==> config.mk <==
export PLATFORM = sky130hd
export DESIGN_NAME = cam_match_iterator_flat
export DESIGN_NICKNAME = d
export VERILOG_FILES = /design/src/rtl/cam_match_iterator_if.sv /design/src/rtl/cam_match_iterator.sv /design/src/flat_wrapper.sv
export SDC_FILE = /design/constraint.sdc
export NUM_CORES = 1
export LEC_CHECK = 0
export CAP_MARGIN = 20
export CORE_MARGIN = 2
export CORE_UTILIZATION = 50
export CTS_CLUSTER_DIAMETER = 80
export DETAILED_ROUTE_END_ITERATION = 6
export PLACE_DENSITY = 0.8
export RECOVER_POWER = 25
export SETUP_SLACK_MARGIN = 0.2
export SKIP_CTS_REPAIR_TIMING = 1
export SYNTH_ARGS = -nofsm -noshare
export SYNTH_HDL_FRONTEND = slang
export SYNTH_SLANG_ARGS = --single-unit
==> constraint.sdc <==
create_clock -name clk -period 3.41 [get_ports clk]
set_input_delay 0.341 -clock clk [delete_from_list [all_inputs] [get_ports clk]]
set_output_delay 0.341 -clock clk [all_outputs]
set_load 0.01 [all_outputs]
==> src/rtl/cam_match_iterator_if.sv <==
// Handshake bundle between the CAM match decoder, the iterator and the result consumer.
// The slave side is the iterator; the master side is whoever drives vectors and consumes beats.
interface cam_match_iterator_if #(
  parameter int unsigned CAM_DEPTH  = 8,
  parameter int unsigned ADDR_WIDTH = 3,
  parameter int unsigned CNT_WIDTH  = 4
);
  logic                  match_valid;
  logic [CAM_DEPTH-1:0]  match_vector;
  logic                  match_ready;
  logic                  out_valid;
  logic                  out_ready;
  logic [ADDR_WIDTH-1:0] out_addr;
  logic                  out_hit;
  logic                  out_last;
  logic [CNT_WIDTH-1:0]  match_count;
  logic                  multi_match;

  modport master (
    output match_valid, match_vector, out_ready,
    input  match_ready, out_valid, out_addr, out_hit, out_last, match_count, multi_match
  );

  modport slave (
    input  match_valid, match_vector, out_ready,
    output match_ready, out_valid, out_addr, out_hit, out_last, match_count, multi_match
  );
endinterface

==> src/rtl/cam_match_iterator.sv <==
// Walks a captured multi-hot CAM match vector and emits one encoded row address per beat,
// lowest row first; an empty vector yields a single miss beat.
module cam_match_iterator #(
  parameter int unsigned CAM_DEPTH  = 8,
  parameter int unsigned ADDR_WIDTH = 3,
  parameter int unsigned CNT_WIDTH  = 4
) (
  input logic                 clk,
  input logic                 rst,
  cam_match_iterator_if.slave bus
);

  typedef enum logic [1:0] {StIdle, StEmit, StMiss} state_e;

  state_e                state_q;
  logic [CAM_DEPTH-1:0]  pending_q;
  logic [CNT_WIDTH-1:0]  match_count_q;
  logic                  multi_match_q;

  logic [CAM_DEPTH-1:0]  pending_rest;
  logic                  pending_single;
  logic [ADDR_WIDTH-1:0] pending_low;
  logic [CNT_WIDTH-1:0]  vector_count;

  function automatic logic [ADDR_WIDTH-1:0] lowest_index(input logic [CAM_DEPTH-1:0] v);
    logic [ADDR_WIDTH-1:0] idx;
    idx = '0;
    for (int i = int'(CAM_DEPTH) - 1; i >= 0; i--) begin
      if (v[i]) idx = ADDR_WIDTH'(i);
    end
    return idx;
  endfunction

  function automatic logic [CNT_WIDTH-1:0] popcount(input logic [CAM_DEPTH-1:0] v);
    logic [CNT_WIDTH-1:0] c;
    c = '0;
    for (int i = 0; i < int'(CAM_DEPTH); i++) begin
      c = c + CNT_WIDTH'(v[i]);
    end
    return c;
  endfunction

  // x & (x-1) drops the lowest set bit; a zero result means exactly one bit was pending.
  assign pending_rest   = pending_q & (pending_q - CAM_DEPTH'(1));
  assign pending_single = (pending_q != '0) && (pending_rest == '0);
  assign pending_low    = lowest_index(pending_q);
  assign vector_count   = popcount(bus.match_vector);

  always_ff @(posedge clk) begin
    if (rst) begin
      state_q       <= StIdle;
      pending_q     <= '0;
      match_count_q <= '0;
      multi_match_q <= 1'b0;
    end else begin
      unique case (state_q)
        StIdle: begin
          if (bus.match_valid) begin
            pending_q     <= bus.match_vector;
            match_count_q <= vector_count;
            multi_match_q <= (vector_count > CNT_WIDTH'(1));
            state_q       <= (bus.match_vector != '0) ? StEmit : StMiss;
          end
        end
        StEmit: begin
          if (bus.out_ready) begin
            pending_q <= pending_rest;
            if (pending_single) state_q <= StIdle;
          end
        end
        StMiss: begin
          if (bus.out_ready) state_q <= StIdle;
        end
        default: state_q <= StIdle;
      endcase
    end
  end

  // Beat outputs depend only on registered state so the consumer sees no input-to-output path.
  always_comb begin
    bus.match_ready = 1'b0;
    bus.out_valid   = 1'b0;
    bus.out_addr    = '0;
    bus.out_hit     = 1'b0;
    bus.out_last    = 1'b0;
    unique case (state_q)
      StIdle: bus.match_ready = 1'b1;
      StEmit: begin
        bus.out_valid = 1'b1;
        bus.out_hit   = 1'b1;
        bus.out_addr  = pending_low;
        bus.out_last  = pending_single;
      end
      StMiss: begin
        bus.out_valid = 1'b1;
        bus.out_last  = 1'b1;
      end
      default: ;
    endcase
  end

  assign bus.match_count = match_count_q;
  assign bus.multi_match = multi_match_q;

endmodule
==> src/flat_wrapper.sv <==
// flat-port wrapper written by rule: the top's interface ports become plain ports
module cam_match_iterator_flat 
#(
  parameter int unsigned CAM_DEPTH  = 8,
  parameter int unsigned ADDR_WIDTH = 3,
  parameter int unsigned CNT_WIDTH  = 4
)
  (clk, rst, bus_match_valid, bus_match_vector, bus_out_ready, bus_match_ready, bus_out_valid, bus_out_addr, bus_out_hit, bus_out_last, bus_match_count, bus_multi_match);
  cam_match_iterator_if #(.CAM_DEPTH(CAM_DEPTH), .ADDR_WIDTH(ADDR_WIDTH), .CNT_WIDTH(CNT_WIDTH)) bus_i ();
  input logic clk;
  input logic rst;
  input wire logic [$bits(bus_i.match_valid)-1:0] bus_match_valid;
  input wire logic [$bits(bus_i.match_vector)-1:0] bus_match_vector;
  input wire logic [$bits(bus_i.out_ready)-1:0] bus_out_ready;
  output wire logic [$bits(bus_i.match_ready)-1:0] bus_match_ready;
  output wire logic [$bits(bus_i.out_valid)-1:0] bus_out_valid;
  output wire logic [$bits(bus_i.out_addr)-1:0] bus_out_addr;
  output wire logic [$bits(bus_i.out_hit)-1:0] bus_out_hit;
  output wire logic [$bits(bus_i.out_last)-1:0] bus_out_last;
  output wire logic [$bits(bus_i.match_count)-1:0] bus_match_count;
  output wire logic [$bits(bus_i.multi_match)-1:0] bus_multi_match;
  assign bus_i.match_valid = bus_match_valid;
  assign bus_i.match_vector = bus_match_vector;
  assign bus_i.out_ready = bus_out_ready;
  assign bus_match_ready = bus_i.match_ready;
  assign bus_out_valid = bus_i.out_valid;
  assign bus_out_addr = bus_i.out_addr;
  assign bus_out_hit = bus_i.out_hit;
  assign bus_out_last = bus_i.out_last;
  assign bus_match_count = bus_i.match_count;
  assign bus_multi_match = bus_i.multi_match;
  cam_match_iterator #(.CAM_DEPTH(CAM_DEPTH), .ADDR_WIDTH(ADDR_WIDTH), .CNT_WIDTH(CNT_WIDTH)) u_core (.clk(clk), .rst(rst), .bus(bus_i));
endmodule
; ---- Yosys cells after proc, flatten, opt, wreduce, memory -nomap -nowiden
; Cells that the tools add are included.
[totals]
out_inout_bits = 12
elab_cells = 52
romBits = 0
n_memories = 0
ram_bits = 0
latchBits = 0
input_bits = 12
regBits = 15
[op_classes]
n_mul = 0
n_bitwise = 1
n_reduce_logical = 10
n_lt_le_gt_ge = 1
muxes = 22
shifts = 0
n_addsub = 8
n_eq_ne = 6
div = 0
[ops]
columns = op, count
row1 = $mux 3, 9
row2 = $add 4x1->4, 6
row3 = $mux 8, 2
row4 = $pmux 8 s2, 1
row5 = $reduce_bool 8->1, 2
row6 = $mux 2, 5
row7 = $and 8x8->8, 1
row8 = $logic_not 8->1, 1
row9 = $sub 8x1->8 const B, 1
row10 = $ne 2x2->1 const B, 3
row11 = $pmux 2 s3, 1
row12 = $gt 4x1->1 const B, 1
row13 = $reduce_and 4->1, 1
row14 = $mux 1, 3
row15 = $reduce_and 3->1, 1
row16 = $add 1x1->2, 1
row17 = $eq 2x1->1 const B, 1
row18 = $eq 2x2->1 const B, 1
row19 = $logic_not 2->1, 1
row20 = $ne 2x1->1 const B, 1
row21 = $pmux 1 s2, 1
row22 = $reduce_and 2->1, 1
row23 = $reduce_bool 2->1, 1
row24 = $reduce_or 2->1, 1
row25 = $logic_and 1x1->1, 1

; ---- Logic depth before layout (Yosys ltp)
; Gate-level depths: netlist of the first run.
[logic_depth]
word_depth = 9
mapped_depth = 13
mapped_depth_nobuf = 13

; ---- Worst setup path before layout of the first run
; Ideal clock, no wire load.
[synth_path]
kind = input port to flip-flop
from = input port bus_match_vector[0]
to = register u_core.multi_match_q, in the netlist u_core.bus.multi_match
t_required_ns = 3.340
slack_ns = 0.596
arrival_ns = 2.743
cell_stages = 12
path_buffers = 0
setup_time_ns = 0.070
cell_sequence = inv_1 -> ha_1 -> inv_1 -> fa_1 -> fa_1 -> inv_1 -> fa_1 -> inv_1 -> fa_1 -> nand3_1 -> o21ai_0 -> a21oi_1
[synth_between]
elab_chain_len = 8
[synth_rtl]
columns = item, line
row1 = from (decl), flat_wrapper.sv:13  ; input wire logic [$bits(bus_i.match_vector)-1:0] bus_match_vector;
row2 = $add 1x1->2, cam_match_iterator.sv:38  ; c = c + CNT_WIDTH'(v[i]);
row3 = $add 4x1->4 (6 in a row), cam_match_iterator.sv:38
row4 = $gt 4x1->1, cam_match_iterator.sv:61  ; multi_match_q <= (vector_count > CNT_WIDTH'(1));
row5 = to (signal assigned), cam_match_iterator.sv:61
row6 = to (decl), cam_match_iterator.sv:18  ; logic multi_match_q;
; Every way passes these cells.
; A chain may end at the register's enable or synchronous reset.

; ---- Final worst setup path of the first run
[layout_path]
from = input port bus_match_vector[2]
to = register u_core.multi_match_q, in the netlist u_core.bus.multi_match
[layout_between]
elab_chain_len = 7
[layout_rtl]
columns = item, line
row1 = $add 4x1->4 (6 in a row), cam_match_iterator.sv:38
row2 = $gt 4x1->1, cam_match_iterator.sv:61
; Every way passes these cells.

==> impl_results.md, run 1 <==
* Status: finished, final reports clean
* Worst R2R Setup Slack at 1.53 ns
* Final Cycle Share at 0.872
* Core Rows at 17
* Final Max Slew Viols at 0
* Vias in the first global route at approximately 990
* Met1 WL at 1.13 mm
* DR top layer: met3
* WL/cell at 12.7 um
* Crit Path Category: in -> reg
* Origin of the worst setup path: bus_match_vector[2]
* Clock root buffer master: clkbuf_4
* Clk_skew at between 0.002 and 0.0025 ns
* Max FO, Critical Path at 3
* Synthesized cell area at 1120 um^2
* Ant. Diodes at 0
* R2R Path Start: u_core.state_q[1]
* P per Cell Area at 661 nW/um^2
* Register-to-Register Path Depth at 7
* Total GRT Usage at 0.197
* Minimum clock period at between 2 and 3 ns
* Grt total ovfl at 0
* HP Class: reg -> reg
* Area Overhead vs Synth at 27.6%
* Total of fill cells in the finished design at 198
* FMAX at 336 MHz
* Post-Synthesis Cells at 139
* Clock transition at path regs at 0.08 ns
* Number of synthesized register bits at 15
* Slew HR at 0.614
* TritonCTS buffer count at 3
* Chip Height at a little over 50 um
* Setup WS pre-CTS at -0.0728 ns
* Share of layout cells above drive strength 1 at 0.134
* Final setup fails at 0
* WP data required at 3.55 ns
* DRC viols at 0
* Initial antenna violation count at 0
* Critical Path, Cell by Cell: clkdlybuf4s50_1 > inv_1 > fa_1 > fa_1 > inv_2 > fa_2 > inv_2 > fa_2 > xor2_2 > nand3_1 > o21ai_1 > a21oi_1
* IO buf count at 23
* Nets at 188
* Worst-skew pair later-pin latency at 0.27 ns
* FFs w/ async S/R, synth at 0
* WP data arrival at 3.11 ns
* Clk buf depth at 2
* Avg Inst Size Synth at just over 8 um^2
* TritonCTS clock tree: built
* Final instance area at 1430 um^2
* Die ar. at 2640 um^2
* Final HPWL DP at between 1.5 and 2 mm
* Metal3 WL at 70 um
* Slew @ Worst Pin at 0.576 ns
* Crit start category: input pin
* I/O pin cnt at 24
* Routability cong. at 0.751
* Endpoint class of the critical path: flip-flop
* 1st-pass router iterations at 4
* Max_cap viols at 0
* Post-route ant nets at 0
* Iteration-0 DRC Markers at 31
* H-tree levels at 1
* Pleak at 0.000589 uW
* Largest net degree at the start of global routing at 18
* TritonCTS Sinks at 15
* RSZ-0062 raised after global routing: false
* Die Wd at 51.4 um
* Final wirelength at roughly 2.4 mm
* First-pass GRT wire length at 4.09 mm
* Sequential share of the synthesized area at 0.268
* CP peak stage delay at approximately 0.57 ns
* Crit-path slowest cell: fa_1
* Initial core utilization at 0.517
* Syn Nets at 162
* Reg2reg end: u_core.pending_q[5]
* Largest vdd supply drop at 375 uV
* Synth cell types at 40
* Post-Place Cell Area at 1370 um^2
* Worst setup margin at 0.438 ns
* Setup TNS at 0 ns
* Final Hold Fails at 0
* Primary FF master, synth: dfxtp_1
* CP Capture Point: u_core.bus.multi_match
* Number of synthesized flops with an enable pin at 0
* Vias per cell at 5.40
* Core area at 2170 um^2
* Met2 WL post-DR at 1.23 mm
* Via count at a little over 1000
* Synth Warn # at 0
* Post-layout util at 0.660
-- placed cells by master, fill, tap and decap left out, types with 2 or more instances in the layout --
cell type / count
clkdlybuf4s50_1: 16
o21ai_0: 9
fa_2: 2
nor2_1: 12
nand4_1: 2
mux2i_1: 2
buf_4: 3
dlygate4sd3_1: 5
dfxtp_1: 15
clkbuf_4: 3
nand3_1: 3
inv_2: 5
nor3_1: 3
fa_1: 2
ha_1: 6
nand4b_1: 3
a211oi_1: 2
o21bai_1: 2
dlymetal6s2s_1: 2
nand2b_1: 4
inv_1: 11
a21oi_1: 17
nand2_1: 12
-- per-layer routing --
metal  vias to the layer above  global-route usage
met3                         0             0.00877
li1                        527                   -
met4                         0              0.0526
met2                        24               0.353
met1                       485               0.256
met5                         -                   0
-- worst min path at each step --
stage,from,endpoint,cells past startpoint
6_report,u_core.bus.match_count[0],u_core.bus.match_count[0],2
4_1_cts,u_core.bus.match_count[0],u_core.bus.match_count[0],2
2_1_floorplan,rst,u_core.bus.match_count[3],1
5_1_grt,u_core.bus.match_count[0],u_core.bus.match_count[0],2
3_3_place_gp,u_core.bus.match_count[0],u_core.bus.match_count[0],2
3_5_place_dp,u_core.bus.match_count[0],u_core.bus.match_count[0],2
-- per-stage QoR --
step                      total power (uW)  cells  hold slack, ns
final                                  947    192           0.461
after global routing                  1030    192           0.489
after CTS                              940    191           0.465
after detailed placement               844    187           0.453
after global placement                 824    187           0.445
after floorplan                        680    139           0.410
-- report_power, final --
| group | leakage [uW] | total [uW] | internal [uW] | switching (uW) |
|---|---|---|---|---|
| Clock | 0.0000150 | 96.5 | 45.3 | 51.2 |
| Combinational | 0.000451 | 578 | 270 | 309 |
| Sequential | 0.000123 | 273 | 218 | 54.9 |
| Total | 0.000589 | 947 | 532 | 415 |
-- synth_stat cells, types with 2 or more instances --
library cell	count	area share
a21oi_1	17	0.076
inv_1	16	0.054
dfxtp_1	15	0.27
nand2_1	12	0.040
nor2_1	12	0.040
o21ai_0	10	0.045
ha_1	7	0.078
fa_1	4	0.071
nand2b_1	4	0.022
nand3_1	3	0.013
nand4b_1	3	0.023
nor3_1	3	0.013
a211oi_1	2	0.013
clkbuf_1	2	0.0067
mux2i_1	2	0.018
nand4_1	2	0.011
o21bai_1	2	0.013
-- worst max-delay path, delay by kind of cell --
family / cells / cell delay, ns
XOR/XNOR: 1 / 0.19
AO/OA/AOI/OAI: 2 / 0.19
AND/OR/NAND/NOR: 1 / 0.09
buffers and inverters: 4 / 0.70
adder cells (fa/ha/maj): 4 / 1.60
-- state kept, by name, indices dropped and copies added, names as in the netlist --
register	cells
u_core.state_q	2
u_core.bus.multi_match	1
u_core.bus.match_count	4
u_core.pending_q	8
-- final cells by class --
class	instances	area [um^2]	share of cell area
sequential	15	300	0.210
timing repair buffer	26	258	0.180
clock buffer	4	26.3	0.0183
multi-input combinational	102	749	0.523
inverter	17	63.8	0.0445
tap	28	35.0	0.0245
-- cell families after synthesis --
group / after synthesis / synth area share
muxes: 2 / 0.0178
adders and majority gates: 12 / 0.158
xor gates and xnor gates: 1 / 0.00781
AOI/OAI and AO/OA: 38 / 0.208
buffers and inverters: 22 / 0.0870
DFF: 15 / 0.268
and+or+nand+nor: 49 / 0.253
Power figures use the tool's default switching activity.
==> run 2: changes to the inputs <==
--- a/config.mk
+++ b/config.mk
@@ -9,6 +9,7 @@
 export CORE_MARGIN = 2
 export CORE_UTILIZATION = 50
 export CTS_CLUSTER_DIAMETER = 80
+export CTS_CLUSTER_SIZE = 10
 export DETAILED_ROUTE_END_ITERATION = 6
 export PLACE_DENSITY = 0.8
 export RECOVER_POWER = 25
==> results of run 2 <==
No change in the layout: final DEF, timing and power equal those of run 1.
